`src/rtl/tx_lane_gearbox_if.sv`:
```
// Link-side lane bundle for tx_lane_gearbox: word handshake, lane enable, serializer word, underflow status.
// master = link layer driving words in; slave = gearbox.
`ifndef SERDES_STAGES
`define SERDES_STAGES 4
`endif

interface tx_lane_gearbox_if #(
    parameter int IN_W  = 64,
    parameter int OUT_W = 2**`SERDES_STAGES
);
    logic             tx_en;
    logic [IN_W-1:0]  in_data;
    logic             in_valid;
    logic             in_ready;
    logic [OUT_W-1:0] tx_din;
    logic             underflow;
    logic             clr_uf;

    modport master (
        output tx_en, in_data, in_valid, clr_uf,
        input  in_ready, tx_din, underflow
    );

    modport slave (
        input  tx_en, in_data, in_valid, clr_uf,
        output in_ready, tx_din, underflow
    );
endinterface

```
`src/rtl/tx_lane_gearbox.sv`:
```
// Purpose: slices IN_W link words into OUT_W serializer words (LSB slice first), idles and flags underflow; TX_PRBS_EN adds a PRBS7 source.
// Latency: word accepted at edge N shows slice 0 on tx_din after edge N+1; tx_din is a pure register output.
// Backpressure: in_ready = tx_en & ~nxt_valid (no in_valid path); one holding word keeps the stream gapless.
`ifndef SERDES_STAGES
`define SERDES_STAGES 4
`endif

module tx_lane_gearbox #(
    parameter int               IN_W         = 64,
    parameter int               OUT_W        = 2**`SERDES_STAGES,
    parameter logic [OUT_W-1:0] IDLE_PATTERN = {OUT_W{1'b0}}
) (
    input  logic             clk,
    input  logic             rstb,
`ifdef TX_PRBS_EN
    input  logic             prbs_en,
`endif
    tx_lane_gearbox_if.slave lane
);
    localparam int              R     = IN_W / OUT_W;
    localparam int              CNT_W = $clog2(R);
    localparam logic [CNT_W-1:0] LAST = CNT_W'(R - 1);

    logic [IN_W-1:0]  cur_q, cur_d;
    logic [IN_W-1:0]  nxt_q, nxt_d;
    logic             cur_valid_q, cur_valid_d;
    logic             nxt_valid_q, nxt_valid_d;
    logic             active_q, active_d;
    logic [CNT_W-1:0] slice_cnt_q, slice_cnt_d;
    logic [OUT_W-1:0] tx_din_q, tx_din_d;
    logic             underflow_q, underflow_d;

    logic prbs_on;
    logic flush;
    logic in_ready;
    logic accept;
    logic uf_set;

`ifdef TX_PRBS_EN
    logic [6:0]       lfsr_q, lfsr_d;
    logic [OUT_W-1:0] prbs_word;

    assign prbs_on = prbs_en & lane.tx_en;

    // x^7+x^6+1: each new bit is the XOR of the bits 7 and 6 steps back; bit 0 is the oldest of the word.
    always_comb begin
        logic [6:0] s;
        s         = lfsr_q;
        prbs_word = '0;
        for (int i = 0; i < OUT_W; i++) begin
            prbs_word[i] = s[6] ^ s[5];
            s            = {s[5:0], s[6] ^ s[5]};
        end
        lfsr_d = prbs_on ? s : lfsr_q;
    end
`else
    assign prbs_on = 1'b0;
`endif

    assign flush    = ~lane.tx_en | prbs_on;
    assign in_ready = rstb & lane.tx_en & ~nxt_valid_q & ~prbs_on;
    assign accept   = lane.in_valid & in_ready;

    always_comb begin
        cur_d       = cur_q;
        nxt_d       = nxt_q;
        cur_valid_d = cur_valid_q;
        nxt_valid_d = nxt_valid_q;
        active_d    = active_q;
        slice_cnt_d = slice_cnt_q;
        tx_din_d    = tx_din_q;
        uf_set      = 1'b0;

        if (flush) begin
            cur_valid_d = 1'b0;
            nxt_valid_d = 1'b0;
            active_d    = 1'b0;
            slice_cnt_d = '0;
`ifdef TX_PRBS_EN
            tx_din_d    = prbs_on ? prbs_word : IDLE_PATTERN;
`else
            tx_din_d    = IDLE_PATTERN;
`endif
        end else if (cur_valid_q) begin
            tx_din_d = cur_q[int'(slice_cnt_q) * OUT_W +: OUT_W];
            if (slice_cnt_q == LAST) begin
                slice_cnt_d = '0;
                if (nxt_valid_q) begin
                    cur_d       = nxt_q;
                    nxt_valid_d = 1'b0;
                end else if (accept) begin
                    cur_d = lane.in_data;
                end else begin
                    cur_valid_d = 1'b0;
                    uf_set      = active_q;
                    active_d    = 1'b0;
                end
            end else begin
                slice_cnt_d = slice_cnt_q + CNT_W'(1);
                // accept implies nxt was empty, so it can always park here
                if (accept) begin
                    nxt_d       = lane.in_data;
                    nxt_valid_d = 1'b1;
                end
            end
        end else begin
            tx_din_d = IDLE_PATTERN;
            if (accept) begin
                cur_d       = lane.in_data;
                cur_valid_d = 1'b1;
                slice_cnt_d = '0;
                active_d    = 1'b1;
            end
        end

        // a set on the same edge as clr_uf wins
        underflow_d = uf_set | (underflow_q & ~lane.clr_uf);
    end

    always_ff @(posedge clk or negedge rstb) begin
        if (!rstb) begin
            cur_q       <= '0;
            nxt_q       <= '0;
            cur_valid_q <= 1'b0;
            nxt_valid_q <= 1'b0;
            active_q    <= 1'b0;
            slice_cnt_q <= '0;
            tx_din_q    <= IDLE_PATTERN;
            underflow_q <= 1'b0;
        end else begin
            cur_q       <= cur_d;
            nxt_q       <= nxt_d;
            cur_valid_q <= cur_valid_d;
            nxt_valid_q <= nxt_valid_d;
            active_q    <= active_d;
            slice_cnt_q <= slice_cnt_d;
            tx_din_q    <= tx_din_d;
            underflow_q <= underflow_d;
        end
    end

`ifdef TX_PRBS_EN
    always_ff @(posedge clk or negedge rstb) begin
        if (!rstb) begin
            lfsr_q <= 7'h7F;
        end else begin
            lfsr_q <= lfsr_d;
        end
    end
`endif

    assign lane.in_ready  = in_ready;
    assign lane.tx_din    = tx_din_q;
    assign lane.underflow = underflow_q;
endmodule

```
`src/flat_wrapper.sv`:
```
// flat-port wrapper written by rule: the top's interface ports become plain ports
module tx_lane_gearbox_flat 
#(
    parameter int               IN_W         = 64,
    parameter int               OUT_W        = 2**`SERDES_STAGES,
    parameter logic [OUT_W-1:0] IDLE_PATTERN = {OUT_W{1'b0}}
)
  (clk, rstb, lane_tx_en, lane_in_data, lane_in_valid, lane_clr_uf, lane_in_ready, lane_tx_din, lane_underflow);
  tx_lane_gearbox_if #(.IN_W(IN_W), .OUT_W(OUT_W)) lane_i ();
  input  logic clk;
  input  logic rstb;
  input wire logic [$bits(lane_i.tx_en)-1:0] lane_tx_en;
  input wire logic [$bits(lane_i.in_data)-1:0] lane_in_data;
  input wire logic [$bits(lane_i.in_valid)-1:0] lane_in_valid;
  input wire logic [$bits(lane_i.clr_uf)-1:0] lane_clr_uf;
  output wire logic [$bits(lane_i.in_ready)-1:0] lane_in_ready;
  output wire logic [$bits(lane_i.tx_din)-1:0] lane_tx_din;
  output wire logic [$bits(lane_i.underflow)-1:0] lane_underflow;
  assign lane_i.tx_en = lane_tx_en;
  assign lane_i.in_data = lane_in_data;
  assign lane_i.in_valid = lane_in_valid;
  assign lane_i.clr_uf = lane_clr_uf;
  assign lane_in_ready = lane_i.in_ready;
  assign lane_tx_din = lane_i.tx_din;
  assign lane_underflow = lane_i.underflow;
  tx_lane_gearbox #(.IN_W(IN_W), .OUT_W(OUT_W), .IDLE_PATTERN(IDLE_PATTERN)) u_core (.clk(clk), .rstb(rstb), .lane(lane_i));
endmodule
```
`config.mk`:
```
export PLATFORM = sky130hd
export DESIGN_NAME = tx_lane_gearbox_flat
export DESIGN_NICKNAME = d
export VERILOG_FILES = /design/src/rtl/tx_lane_gearbox_if.sv /design/src/rtl/tx_lane_gearbox.sv /design/src/flat_wrapper.sv
export SDC_FILE = /design/constraint.sdc
export NUM_CORES = 1
export LEC_CHECK = 0
export ABC_CLOCK_PERIOD_IN_PS = 5000
export BUFFER_PORTS_ARGS = -buffer_cell sky130_fd_sc_hd__clkbuf_2
export CAP_MARGIN = 20
export CELL_PAD_IN_SITES_DETAIL_PLACEMENT = 1
export CELL_PAD_IN_SITES_GLOBAL_PLACEMENT = 1
export CORE_MARGIN = 4
export CORE_UTILIZATION = 50
export CTS_CLUSTER_DIAMETER = 120
export DETAILED_ROUTE_END_ITERATION = 7
export PLACE_DENSITY = 0.92
export SETUP_SLACK_MARGIN = 0.02
export SYNTH_ARGS = -nofsm -noshare
export SYNTH_HDL_FRONTEND = slang
export SYNTH_SLANG_ARGS = --single-unit
```
`constraint.sdc`:
```
create_clock -name clk -period 5 [get_ports clk]
set_clock_uncertainty 0.1 [all_clocks]
set_input_delay 0.5 -clock clk [delete_from_list [all_inputs] [get_ports clk]]
set_output_delay 0.5 -clock clk [all_outputs]
set_load 0.1 [all_outputs]
```
==> results.md <==
* Skew-Pair Late Insertion Delay at 0.43 ns
* Worst Path Required at 5.21 ns
* Worst-path maximum fanout at 68
* Peak supply drop at 0.0002855 V
* Post-synth net total at 661
* Final hold vios at 0
* Fmax at 0.3171 GHz
* Fin nets at 717
* Row count at 44
* Share of cells above drive strength 1 at 0.4067
* Synthesized cell area at 7363 um2
* Main combinational cell family by area after synthesis: compound AO/OA/AOI/OAI gates
* Seq pwr share at 0.466
* Avg Inst Size Synth at 12.46 um2
* Setup repair after global routing missed its margin: no
* Clock buffer depth at 2
* Die H at 129.4 um
* Clock slew at reported path FFs at 0.06 ns
* Outcome: finished, final reports clean
* Compound-Gate Fraction of Synth Area at 0.1526
* Fin crit period at 3.154 ns
* Leak at 3.765 nW
* Combinational power share at 0.195
* Routed WL at 21.86 mm
* Die W at 129.4 um
* Net Sw Frac at 0.2867
* Diodes inserted at 0
* Internal at 0.002780 W
* EDFF count, synth at 0
* Top Ports at 87
* Grt total ovfl at 0
* Synth Area in Adders at 0.001699
* Async S/R FF share, synth at 1.000
* GRT Total Usage at 0.2703
* Reg-to-reg startpoint: u_core.slice_cnt_q[1]
* Switch Pwr at 0.001117 W
* Clk pwr share at 0.338
* GPL Wtd Cong at 0.7995
* Main synth FF type: dfrtp_1
* PwrDens at 460.6 nW/um2
* Period utilisation layout at 0.6307
* Post-Syn Instances at 591
* First-pass GRT wire length at 34.11 mm
* Synth cell types at 35
* Synth Area in Simple Gates at 0.1463
* Seq cells post-synth at 150
* Drt drc at 0
* Core ar. at 14,480 um2
* 1st-pass router iterations at 5
* Worst setup startpoint: u_core.slice_cnt_q[1]
* Post-CTS Hold Buffers at 0
* XOR/XNOR share of the synthesized area at 0
* Die area at 16,730 um2
* Final Setup Violations at 0
* Initial antenna violation count at 0
* Port bufs at 86
* Crit. End Element: flop
* Commonest non-fill, non-tap cells in the layout: dfrtp_1 (149), clkbuf_2 (85), o221a_2 (64), nor2_1 (64), o21ai_0 (64)
* PostCTS Resize Cnt at 0
* Tot Pwr at 0.003897 W
* Number of clock sinks at 150
* Final HPWL DP at 13.45 mm
* Antenna-violating nets left at 0
* Via count at 5,620
* DRT iter0 DRCs at 517
* Postcts setup bufs at 0
* CTS tree: done
* Vias in the first global route at 6,002
* Starting Density at 0.5086
* Multiplexer share of the synthesized area at 0.1468
* Worst setup path category: flop to flop
* Count of pins over their slew limit at 0
* Setup crit start kind: flop
* CTS buffer count at 17
* Register area share after synthesis at 0.5098
* Vias per inst at 6.667
* Min Hold Slack at 0.05779 ns
* Largest net degree at the start of global routing at 92
* Worst slew pin tran at 0.9494 ns
* Routed wire length per instance at 25.93 um
* R2r worst-path depth at 5
* Max Cap Viol at 0
* Path category of the worst min-delay check: input pin to async pin
* YS warnings at 0
* H-tree depth at 4
* Clock root cell: clkbuf_16
* Most common cell after layout, fill and taps aside: dfrtp_1
* Slew HR at 0.3656
* Total negative slack at 0 ns
* Layout area overhead at 14.92%
* Critical path arrival at 3.37 ns
## stage by stage
stage	cells	cell area [um2]	worst slack (ns)	utilization
2_1_floorplan	591	7363	1.524	-
3_3_place_gp	811	7835	1.824	0.5411
3_5_place_dp	811	7835	1.740	0.5411
4_1_cts	842	8434	1.901	0.5825
5_1_grt	843	8462	1.715	0.5844
6_report	843	8462	1.846	0.5844
## power by group through the flow
| stage | clock network (W) | registers (W) | logic, W |
|---|---|---|---|
| 2_1_floorplan | 0 | 0.00173 | 0.000540 |
| 3_3_place_gp | 0 | 0.00179 | 0.000692 |
| 3_5_place_dp | 0 | 0.00182 | 0.000749 |
| 4_1_cts | 0.00134 | 0.00181 | 0.000766 |
| 5_1_grt | 0.00139 | 0.00184 | 0.000830 |
| 6_report | 0.00132 | 0.00182 | 0.000762 |
## critical path: stages (launching register included)
cell and delay (ns):
dfrtp_1 0.93, ha_4 0.76, buf_4 0.65, and4b_1 0.28, o21ai_0 0.11, o221a_2 0.17
## layer usage
metal,up-vias,track usage,wire length [um]
li1,2391,-,-
met1,2997,0.3520,9181
met2,185,0.4470,10850
met3,47,0.06183,1163
met4,0,0.09636,657
met5,-,0,0
## worst paths after layout
check                                   endpoint  slack [ns]
max reg2reg                     u_core.cur_q[54]        1.85
min in group clk           u_core.lane.underflow        0.16
max                             u_core.cur_q[54]        1.85
min reg2reg                     u_core.nxt_q[41]        0.39
max in group asynchronous       u_core.nxt_q[56]        3.39
min                        u_core.lane.tx_din[9]        0.06
## layout make-up
type,count,area [um2]
timing repair buffer,97,539.3
tap,184,230.2
clock inverter,9,125.1
clock buffer,22,474.2
sequential,150,3755
fill,1452,6017
multi-input combinational,377,3323
inverter,4,15.01
## Yosys cell counts, types with 2 or more instances
library cell	instances	area (um2)
nand2_1	3	11.26
clkbuf_1	30	112.6
mux2_2	55	619.3
nor2b_1	16	100.1
o221a_2	64	720.7
o21ai_0	64	320.3
dfrtp_1	150	3754
inv_1	4	15.01
buf_6	6	67.56
nor2_1	64	240.2
buf_1	2	7.510
buf_2	21	105.1
nor3b_1	2	15.01
mux2_1	9	101.4
nand3_1	2	10.01
a21oi_1	3	15.01
and4b_1	63	630.6
mux4_2	16	360.4
## logic make-up after synthesis
| logic type | Yosys count |
|---|---|
| simple gates | 157 |
| compound gates | 139 |
| flops | 150 |
| buf+inv | 64 |
| mux | 80 |
| fa+ha+maj | 1 |
## registers in the layout, indices dropped and copies added, names as in the netlist
register / cells
u_core.cur_q: 64
u_core.nxt_q: 64
u_core.lane.tx_din: 16
u_core.slice_cnt_q: 2
u_core.active_q: 1
u_core.cur_valid_q: 1
u_core.lane.underflow: 1
u_core.nxt_valid_q: 1
Power figures use the tool's default switching activity.
